--- src/rtl/obstacle_manager.sv ---
// Obstacle manager for an endless-runner game. It spawns obstacles into a
// small set of slots, moves them toward the dino once per game tick, ramps
// the scroll speed, and detects a collision with the dino.
module obstacle_manager #(
   parameter int          NUM_SLOTS  = 3,
   parameter int          POS_W      = 10,
   parameter int          TYPE_W     = 3,
   parameter int          NUM_TYPES  = 5,
   parameter int          SPAWN_X    = 640,
   parameter int          DINO_X     = 64,
   parameter int          DINO_W     = 40,
   parameter int          HIT_H      = 48,
   parameter int          MIN_GAP    = 40,
   parameter int          GAP_MASK   = 15,
   parameter int          SPEED_INIT = 4,
   parameter int          SPEED_MAX  = 12,
   parameter int          SPEED_STEP = 256,
   parameter logic [15:0] SEED       = 16'hACE1
) (
   input  logic                        clk,
   input  logic                        rst,
   input  logic                        tick,
   input  logic                        start,
   input  logic [POS_W-1:0]            dino_h,
   output logic [NUM_SLOTS*POS_W-1:0]  danger_pos,
   output logic [NUM_SLOTS*TYPE_W-1:0] danger_type,
   output logic [NUM_SLOTS-1:0]        danger_en,
   output logic [1:0]                  game_state,
   output logic [3:0]                  speed,
   output logic                        hit
);

   localparam int STEP_W = (SPEED_STEP > 1) ? $clog2(SPEED_STEP) : 1;

   typedef enum logic [1:0] {
      ST_IDLE = 2'd0,
      ST_RUN  = 2'd1,
      ST_OVER = 2'd2
   } state_t;

   state_t                           state_q, state_d;
   logic [NUM_SLOTS-1:0][POS_W-1:0]  pos_q, pos_d;
   logic [NUM_SLOTS-1:0][TYPE_W-1:0] type_q, type_d;
   logic [NUM_SLOTS-1:0]             en_q, en_d;
   logic [7:0]                       gap_q, gap_d;
   logic [STEP_W-1:0]                step_q, step_d;
   logic [3:0]                       speed_q, speed_d;
   logic [15:0]                      lfsr_q, lfsr_d;
   logic                             hit_q, hit_d;

   logic [NUM_SLOTS-1:0] free_first;  // one-hot: lowest slot free before this tick
   logic [NUM_SLOTS-1:0] spawn_sel;
   logic [NUM_SLOTS-1:0] in_window;
   logic                 spawn_due;
   logic                 collide;
   logic                 lfsr_fb;
   logic [POS_W-1:0]     speed_px;
   logic [TYPE_W-1:0]    spawn_type;

   // Spawn decision, collision window and LFSR feedback from registered state.
   always_comb begin
      free_first = ~en_q & (en_q + NUM_SLOTS'(1));
      spawn_due  = ({24'd0, gap_q} >=
                    32'(MIN_GAP) + {24'd0, lfsr_q[7:0] & 8'(GAP_MASK)});
      spawn_sel  = spawn_due ? free_first : '0;
      spawn_type = TYPE_W'(lfsr_q[15:8] % 8'(NUM_TYPES));
      speed_px   = POS_W'(speed_q);
      lfsr_fb    = lfsr_q[0] ^ lfsr_q[2] ^ lfsr_q[3] ^ lfsr_q[5];
      in_window  = '0;
      // Widen by one bit so pos + 8 cannot wrap near the top of the range.
      for (int i = 0; i < NUM_SLOTS; i++) begin
         in_window[i] = en_q[i] &&
            (({1'b0, pos_q[i]} + (POS_W+1)'(8)) >= (POS_W+1)'(DINO_X)) &&
            ({1'b0, pos_q[i]} < (POS_W+1)'(DINO_X + DINO_W));
      end
      collide = (state_q == ST_RUN) && (|in_window) && (dino_h < POS_W'(HIT_H));
   end

   // Next-state logic for the game FSM, slots, gap/step counters, speed and LFSR.
   always_comb begin
      // NOTE: every _d starts from its _q so no branch can leave one unassigned and infer a latch.
      state_d = state_q;
      pos_d   = pos_q;
      type_d  = type_q;
      en_d    = en_q;
      gap_d   = gap_q;
      step_d  = step_q;
      speed_d = speed_q;
      lfsr_d  = lfsr_q;
      hit_d   = 1'b0;

      case (state_q)
         ST_IDLE: begin
            pos_d  = '0;
            type_d = '0;
            en_d   = '0;
            if (start) begin
               state_d = ST_RUN;
               gap_d   = '0;
               step_d  = '0;
               speed_d = 4'(SPEED_INIT);
               lfsr_d  = SEED;
            end
         end

         ST_RUN: begin
            if (collide) begin
               // The collision wins over any tick arriving in the same cycle.
               state_d = ST_OVER;
               hit_d   = 1'b1;
            end else if (tick) begin
               for (int i = 0; i < NUM_SLOTS; i++) begin
                  if (spawn_sel[i]) begin
                     pos_d[i]  = POS_W'(SPAWN_X);
                     type_d[i] = spawn_type;
                     en_d[i]   = 1'b1;
                  end else if (en_q[i]) begin
                     if (pos_q[i] >= speed_px) pos_d[i] = pos_q[i] - speed_px;
                     else                      en_d[i]  = 1'b0;
                  end
               end

               // A due spawn with no free slot leaves the counter climbing,
               // so it stays due until a slot frees up.
               if (|spawn_sel)            gap_d = '0;
               else if (gap_q != 8'hFF)   gap_d = gap_q + 8'd1;

               lfsr_d = {lfsr_fb, lfsr_q[15:1]};

               if (step_q == STEP_W'(SPEED_STEP - 1)) begin
                  step_d = '0;
                  if (speed_q < 4'(SPEED_MAX)) speed_d = speed_q + 4'd1;
               end else begin
                  step_d = step_q + STEP_W'(1);
               end
            end
         end

         ST_OVER: begin
            if (start) begin
               state_d = ST_IDLE;
               pos_d   = '0;
               type_d  = '0;
               en_d    = '0;
            end
         end

         default: begin
            state_d = ST_IDLE;
            pos_d   = '0;
            type_d  = '0;
            en_d    = '0;
         end
      endcase
   end

   // State registers; every output is driven straight from one of these flops.
   always_ff @(posedge clk or posedge rst) begin
      if (rst) begin
         // NOTE: the slot arrays are ordinary flops, not a RAM, so they take the async reset too.
         state_q <= ST_IDLE;
         pos_q   <= '0;
         type_q  <= '0;
         en_q    <= '0;
         gap_q   <= '0;
         step_q  <= '0;
         speed_q <= 4'(SPEED_INIT);
         lfsr_q  <= SEED;
         hit_q   <= 1'b0;
      end else begin
         // NOTE: non-blocking so every flop samples the pre-edge values of the others.
         state_q <= state_d;
         pos_q   <= pos_d;
         type_q  <= type_d;
         en_q    <= en_d;
         gap_q   <= gap_d;
         step_q  <= step_d;
         speed_q <= speed_d;
         lfsr_q  <= lfsr_d;
         hit_q   <= hit_d;
      end
   end

   assign danger_pos  = pos_q;
   assign danger_type = type_q;
   assign danger_en   = en_q;
   assign game_state  = state_q;
   assign speed       = speed_q;
   assign hit         = hit_q;

endmodule

--- config.mk ---
export PLATFORM = sky130hd
export DESIGN_NAME = obstacle_manager
export DESIGN_NICKNAME = d
export VERILOG_FILES = /design/src/rtl/obstacle_manager.sv
export SDC_FILE = /design/constraint.sdc
export NUM_CORES = 1
export LEC_CHECK = 0
export CAP_MARGIN = 20
export CORE_AREA = 2 2 139 114
export CTS_CLUSTER_SIZE = 25
export DETAILED_ROUTE_END_ITERATION = 16
export DIE_AREA = 0 0 141 116
export PLACE_DENSITY = 0.58
export SETUP_SLACK_MARGIN = 0.5
export SYNTH_ARGS = -nofsm -noshare
export SYNTH_HDL_FRONTEND = slang
export SYNTH_SLANG_ARGS = --single-unit
export TNS_END_PERCENT = 20
--- constraint.sdc ---
create_clock -name clk -period 11.1 [get_ports clk]
set_clock_uncertainty 0.15 [all_clocks]
set_input_delay 1.665 -clock clk [delete_from_list [all_inputs] [get_ports clk]]
set_output_delay 1.665 -clock clk [all_outputs]
set_load 0.03 [all_outputs]
==> Yosys cells after proc, flatten, opt, wreduce, memory -nomap -nowiden <==
Index checks and enable logic that the tools add are counted.
{ "totals": {"reg_bits": 81, "output_inout_bits": 49, "elab_cells": 146} }
{ "classes": {"add_sub_neg": 11, "n_div": 1, "order_cmp": 12, "n_eq_ne": 21, "muxes": 60, "bitwise": 5, "reduce_logical": 23} }
{ "ops": {"columns": ["cell", "n"], "rows": [
  ["10-bit 2-to-1 mux", 9],
  ["30-bit 2-to-1 mux", 3],
  ["8-bit 2-to-1 mux", 8],
  ["30-bit case mux with 2 select lines", 1],
  ["16-bit 2-to-1 mux", 3],
  ["10-bit by 4-bit adder with 11-bit output, second input constant", 3],
  ["11-bit by 7-bit greater-or-equal comparator with 1-bit output, second input constant", 3],
  ["16-bit case mux with 2 select lines", 1],
  ["8-bit case mux with 2 select lines", 2],
  ["10-bit by 4-bit greater-or-equal comparator with 1-bit output", 3],
  ["10-bit by 7-bit less-than comparator with 1-bit output, second input constant", 3],
  ["10-bit by 4-bit subtractor with 10-bit output", 3],
  ["9-bit 2-to-1 mux", 3],
  ["3-bit 2-to-1 mux", 7],
  ["4-bit 2-to-1 mux", 5],
  ["5-bit AND reduction", 4],
  ["9-bit case mux with 2 select lines", 1],
  ["8-bit by 1-bit adder with 8-bit output, second input constant", 2],
  ["2-bit != test, second input constant", 8],
  ["4-bit AND reduction", 4],
  ["1-bit 2-to-1 mux", 11],
  ["10-bit by 6-bit less-than comparator with 1-bit output, second input constant", 1],
  ["3-bit by 2-bit != test with 1-bit output, second input constant", 3],
  ["3-bit != test, second input constant", 3],
  ["25 further kinds", 39]
]} }

==> Depth between registers and ports, before layout <==
Gate-level depths: netlist of the first run.
{ "depth": {"word_depth": 9, "depth_mapped": 14} }

==> Least setup slack after synthesis of the first run <==
OpenSTA, ideal clock, no wires.
{ "synth_path": {"kind": "input-to-reg", "start": "input port dino_h[9]", "end": "register type_q (netlist bit danger_type[2])", "setup_ns": 0.125, "arrival_time_ns": 3.348, "path_slack_ns": 7.477, "path_stages": 8, "n_path_buf": 2, "cell_sequence": "or4_1 > a211oi_1 > o31a_1 > buf_2 > or2_1 > buf_2 > nor2_1 > mux2_2"} }
{ "synth_between": {"elab_chain_len": 4} }
{ "synth_rtl": {"columns": ["element", "line_no", "text"], "rows": [
  ["start, declared", "24", "input logic [POS_W-1:0] dino_h,"],
  ["10-bit by 6-bit less-than comparator with 1-bit output", "76", "collide = (state_q == ST_RUN) && (|in_window) && (dino_h < POS_W'(HIT_H));"],
  ["1-bit logical AND", "76", null],
  ["2-bit != test (no line)", null, null],
  ["4-bit AND reduction (no line)", null, null],
  ["end signal, assigned", "174", "type_q <= type_d;"],
  ["end, declared", "43", "logic [NUM_SLOTS-1:0][TYPE_W-1:0] type_q, type_d;"]
]} }
Every way passes these cells.
A chain may end at the register's enable or synchronous reset.

==> Worst setup path after layout of the first run <==
Same ends and word-level chain as after synthesis.

==> out/qor.yml, run 1 <==
status: "completed"
endpoint: "danger_type[2]"
dp_hpwl_um: 9260
critPathTopFamily: "simple AND/OR/NAND/NOR gates"
via_per_inst: 5.53
worst-r2r-setup-slack_ns: 7.26
ir_drop_mv: 0.0924
cts_inserted_buffers: 9
drtPass1Iterations: 6
ys_ff_latch: 81
routed_wl_um: 12900
cp_cell_sequence: "clkdlybuf4s50_1 > or4_1 > a211oi_1 > o31a_1 > or2_1 > nor2_1 > mux2_2"
path_max_fanout: 19
yosysSeqAreaShare_pct: 39.4
wl_met2_um: 5580
final_cell_mix: "dfrtp_1, nand2_1, clkdlybuf4s50_1"
fp.dieW_um: 141
finalSetupViolations: 0
fin_crit_sh_pct: 41.2
clkLatencyLatePin_ns: 0.34
fin_tns_setup_ns: 0
row_count: 40
synth-xor-area-share_pct: 3.56
p_leak_nw: 2.60
grt_start_max_net_pins: 82
dr_wl_met3_um: 484
critPathKind: "in2reg"
rsz0062_at_grt: "no"
post-cts-setup-buffers: 0
cts_tree: "built"
cts.sinks: 81
min_path_cells: 2
intPower_mw: 1.04
finalMaxSlewViolations: 0
die_h_um: 116
area_delta_synth_final_pct: 20.1
finalHoldViolations: 0
comb_power_share_pct: 54.0
drc: 0
p_sw_mw: 0.861
max_stage_delay_ns: 0.61
die_area_um2: 16400
syn-cell-area_um2: 5170
r2r_cells: 13
max_freq_ghz: 0.219
startpoint_type: "input pin"
grtUsageTotal_pct: 16.4
path_buf_inv: 1
cts_resized: 0
layout_min_cycle_time_ns: 4.57
r2r-start: "lfsr_q[12]"
worstPathRequired_ns: 11.18
core_um2: 14900
wl_met1_um: 6710
grt_pass1_vias: 4104
switching_share_pct: 45.3
drtAntennaViolNets: 0
grt_first_pass_wirelength_um: 21300
ios: 63
num_antenna_cells: 0
reg2reg_to: "danger_type[1]"
clockPowerShare_pct: 15.9
power_frac_seq_pct: 30.1
mostFrequentLayoutCell: "dfrtp_1"
worst_ep_arrival_time_ns: 4.65
max-slew-margin-rel_pct: 43.0
crit_path_top_delay_cell: "or2_1"
dp_cells: 796
worst_slew_pin_slew_ns: 0.846
synth_compound_area_share_pct: 22.2
synth_top_family_by_area: "compound AO/OA/AOI/OAI gates"
gp_congestion: 0.853
hold_path_class: "reg2reg"
clockBufferDepth: 2
synth_edf_count: 0
cts_hold_buf: 0
post-place-ws_ns: 6.19
htree_levels: 3
start_util_pct: 34.8
synth_nets: 611
antenna_found_initial: 0
end_kind: "flip-flop"
muxShareOfSynthArea_pct: 1.72
utilization_pct: 41.8
synth_cell_type_count: 78
grt_overflow: 0
synth_ff_type: "dfrtp_1"
layout.nets: 660
routed.top_layer: "met4"
vias: 4498
fin_cells: 813
synthCells: 570
async_flop_share_pct: 100
max_cap_violations: 0
yosys_warnings: 0
crit_start: "dino_h[9]"
drive_above_1_share_pct: 8.49
yosys.area_share.simple_pct: 21.8
first_iter_violations: 306
cp.depth: 7
avgSynthCellArea_um2: 9.07
worst_slack_ns: 6.53
p_per_area_nw_per_um2: 306
path_clk_slew_ns: 0.06
synthAdderAreaFrac_pct: 6.97
routedWlPerCell_um: 15.9
ctsRootBufferMaster: "clkbuf_16"
io_buffers: 58
## per-layer routing
layer | vias up | global-route usage, %
met3 | 12 | 3.14
met2 | 95 | 24.3
met1 | 2198 | 24.4
li1 | 2193 | -
met4 | 0 | 4.53
met5 | - | 0
## cells in the mapped netlist, types with 3 or more instances
master,count,area (µm²)
a211o_1,3,26.3
a211oi_1,9,67.6
a21o_1,9,67.6
a21oi_1,32,160
a22o_1,3,26.3
a31oi_1,10,62.6
a32o_1,3,30.0
and2_1,4,25.0
and3_1,7,43.8
and3b_1,3,26.3
buf_2,11,55.1
buf_6,3,33.8
clkbuf_1,8,30.0
dfrtp_1,72,1800
dfstp_2,9,236
fa_1,3,60.1
ha_1,24,300
inv_1,24,90.1
mux2_2,3,33.8
mux2i_1,4,40.0
nand2_1,65,244
nand2b_1,13,81.3
nand3_1,20,100
nand4_1,7,43.8
nand4b_1,3,26.3
nor2_1,38,143
nor2b_1,6,37.5
nor3_1,15,75.1
nor3b_1,5,37.5
nor4_1,4,25.0
o21ai_0,46,230
o21ai_1,4,20.0
o22a_1,6,52.6
o31ai_1,13,97.6
o31ai_2,3,37.5
or2_2,3,18.8
or3_1,4,25.0
or4_1,3,22.5
xnor2_1,16,140
xor2_1,5,43.8
## cell families after synthesis
kind of cell,count (synthesis)
fa+ha+maj,27
compound gates,169
buf+inv,49
mux,8
simple gates,215
flops,81
xor+xnor,21
## flip-flops by register name, summed over array words and instances, names as in the netlist
name	flops
danger_en	3
danger_pos	30
danger_type	9
game_state	2
gap_q	8
hit	1
lfsr_q	16
speed	4
step_q	8
## worst register-to-register path, delay by kind of cell (launching register included)
kind,cells,cell delay [ns]
multiplexers,1,0.35
flip-flops,1,0.56
AO/OA/AOI/OAI,5,0.98
buffers and inverters,1,0.09
AND/OR/NAND/NOR,4,1.18
adder cells (fa/ha/maj),2,0.44
## stage by stage
step                hold slack (ns)  total power [mW]  instance area (µm²)
floorplan                     0.283              1.29                 5170
global placement              0.297              1.57                 5890
detailed placement            0.296              1.60                 5890
CTS                           0.309              1.91                 6190
global route                  0.333              2.05                 6210
finish                        0.310              1.90                 6210
## power groups by stage
stage / combinational, mW / clock (mW) / sequential, mW
4_1_cts: 1.03 / 0.309 / 0.570
6_report: 1.03 / 0.302 / 0.572
5_1_grt: 1.13 / 0.324 / 0.594
3_5_place_dp: 1.03 / 0 / 0.574
3_3_place_gp: 1.00 / 0 / 0.568
2_1_floorplan: 0.631 / 0 / 0.655
## area by class of cell
| cell class | instances | area [µm²] |
|---|---|---|
| Multi-Input combinational cell | 440 | 2920 |
| Tap cell | 189 | 236 |
| Fill cell | 1434 | 8650 |
| Timing Repair Buffer | 63 | 631 |
| Sequential cell | 81 | 2040 |
| Clock buffer | 13 | 260 |
| Clock inverter | 3 | 40.0 |
| Inverter | 24 | 91.3 |
## worst min path at each step
stage                     end  slack, ns  startpoint
floorplan           lfsr_q[6]       0.28   lfsr_q[6]
global placement    lfsr_q[6]       0.30   lfsr_q[6]
detailed placement  lfsr_q[6]       0.30   lfsr_q[6]
CTS                 lfsr_q[6]       0.31   lfsr_q[6]
global route        lfsr_q[6]       0.33   lfsr_q[6]
finish              lfsr_q[6]       0.31   lfsr_q[6]
Power figures use the tool's default switching activity.
==> run 2: changes to the inputs <==
Clock period 11.1 ns to 4.6 ns, I/O delays scaled along.
==> out/qor.yml, run 2 (synthesis results as in run 1) <==
routed_wl_um: 12900
fin_crit_sh_pct: 83.4
grtUsageTotal_pct: 16.4
fp.dieW_um: 141
worst_ep_arrival_time_ns: 3.93
r2r_cells: 13
drive_above_1_share_pct: 8.03
reg2reg_to: "danger_type[1]"
path_buf_inv: 1
dp_hpwl_um: 9450
finalSetupViolations: 0
first_iter_violations: 287
worst-r2r-setup-slack_ns: 0.76
htree_levels: 3
mostFrequentLayoutCell: "dfrtp_1"
antenna_found_initial: 0
crit_path_top_delay_cell: "dfrtp_1"
grt_pass1_vias: 4232
max-slew-margin-rel_pct: 38.9
worstPathRequired_ns: 4.69
clkLatencyLatePin_ns: 0.33
post-cts-setup-buffers: 0
grt_start_max_net_pins: 50
path_clk_slew_ns: 0.06
die_h_um: 116
ir_drop_mv: 0.222
r2r-start: "lfsr_q[12]"
rsz0062_at_grt: "no"
ctsRootBufferMaster: "clkbuf_16"
hold_path_class: "reg2reg"
final_cell_mix: "dfrtp_1, nand2_1, clkdlybuf4s50_1"
ios: 63
largest_register_ffs: 30
nFillCells: 1438
drc: 0
cts_hold_buf: 0
start_util_pct: 34.8
grt_first_pass_wirelength_um: 21600
io_buffers: 58
cts_resized: 0
p_per_area_nw_per_um2: 731
path_max_fanout: 11
power_mw: 4.51
max_freq_ghz: 0.261
crit_start: "lfsr_q[12]"
cp.depth: 13
drtAntennaViolNets: 0
drtPass1Iterations: 5
fin_tns_setup_ns: 0
status: "completed"
clockBufferDepth: 2
via_per_inst: 5.51
max_stage_delay_ns: 0.57
area_delta_synth_final_pct: 19.3
utilization_pct: 41.5
num_antenna_cells: 0
gp_congestion: 0.854
cts.sinks: 81
critPathTopFamily: "simple AND/OR/NAND/NOR gates"
finalMaxSlewViolations: 0
finalHoldViolations: 0
cts_tree: "built"
path_common_cell: "ha_1"
startpoint_type: "flip-flop"
grt_overflow: 0
die_area_um2: 16400
endpoint: "danger_type[1]"
p_leak_nw: 2.58
end_kind: "flip-flop"
row_count: 40
layout.nets: 660
layout_min_cycle_time_ns: 3.84
cts_inserted_buffers: 9
cp_cell_sequence: "nor2b_2 > a21oi_1 > a32o_1 > nand2_1 > inv_1 > ha_1 > or4_1 > o311a_2 > ha_1 > nor2b_1 > o22ai_2 > mux2_4 > o31ai_2"
routedWlPerCell_um: 15.9
vias: 4478
core_um2: 14900
worst_slew_pin_slew_ns: 0.907
max_cap_violations: 0
critPathKind: "reg2reg"
==> run 2: changes by cell type in the layout (fill, tap and decap cells not counted), sizes merged <==
cell | previous run | this run
clkbuf | 13 | 15
clkinv | 3 | 1
bufinv | 1 | 0
==> run 2: per-layer routing <==
metal  vias to the layer above  track usage [%]  share of wire, %
li1                       2189                -                 -
met1                      2162             23.6                51
met2                       118             25.5                43
met3                         9             3.35               4.3
met4                         0             4.07              0.88
met5                         -                0                 0
==> run 2: worst register-to-register path, delay by kind of cell (launching register included) <==
kind | cells | cell delay, ns
adder cells (fa/ha/maj) | 2 | 0.43
AND/OR/NAND/NOR | 4 | 1.17
flip-flops | 1 | 0.57
AO/OA/AOI/OAI | 5 | 0.99
multiplexers | 1 | 0.36
buffers and inverters | 1 | 0.08
==> run 2: worst min-delay path by stage <==
stage / from / endpoint / slack [ns] / cells past startpoint
2_1_floorplan: lfsr_q[6] / lfsr_q[6] / 0.28 / 2
3_3_place_gp: lfsr_q[6] / lfsr_q[6] / 0.30 / 2
3_5_place_dp: lfsr_q[6] / lfsr_q[6] / 0.30 / 2
4_1_cts: lfsr_q[6] / lfsr_q[6] / 0.31 / 2
5_1_grt: lfsr_q[5] / lfsr_q[5] / 0.34 / 2
6_report: lfsr_q[6] / lfsr_q[6] / 0.31 / 2
==> run 2: stage by stage <==
| stage | instances | area, µm² | hold slack [ns] | setup slack, ns |
|---|---|---|---|---|
| floorplan | 570 | 5170 | 0.283 | 1.09 |
| CTS | 812 | 6170 | 0.309 | 0.774 |
| global route | 812 | 6170 | 0.343 | 0.546 |
| detailed placement | 797 | 5900 | 0.301 | 0.796 |
| finish | 812 | 6170 | 0.306 | 0.764 |
| global placement | 797 | 5900 | 0.302 | 0.867 |
==> run 2: cell type report <==
cell class | instances | area (µm²) | share of cell area [%]
multi-input cells | 440 | 2920 | 47.3
flip-flops and latches | 81 | 2040 | 33.0
repair buffers | 63 | 618 | 10.0
clock buffers | 15 | 268 | 4.34
well taps | 189 | 236 | 3.83
inverters | 24 | 91.3 | 1.48
==> run 2: power breakdown <==
group	total [mW]	switching, mW	internal, mW
Clock	0.655	0.262	0.393
Sequential	1.38	0.379	0.997
Combinational	2.48	1.41	1.06
Total	4.51	2.06	2.45
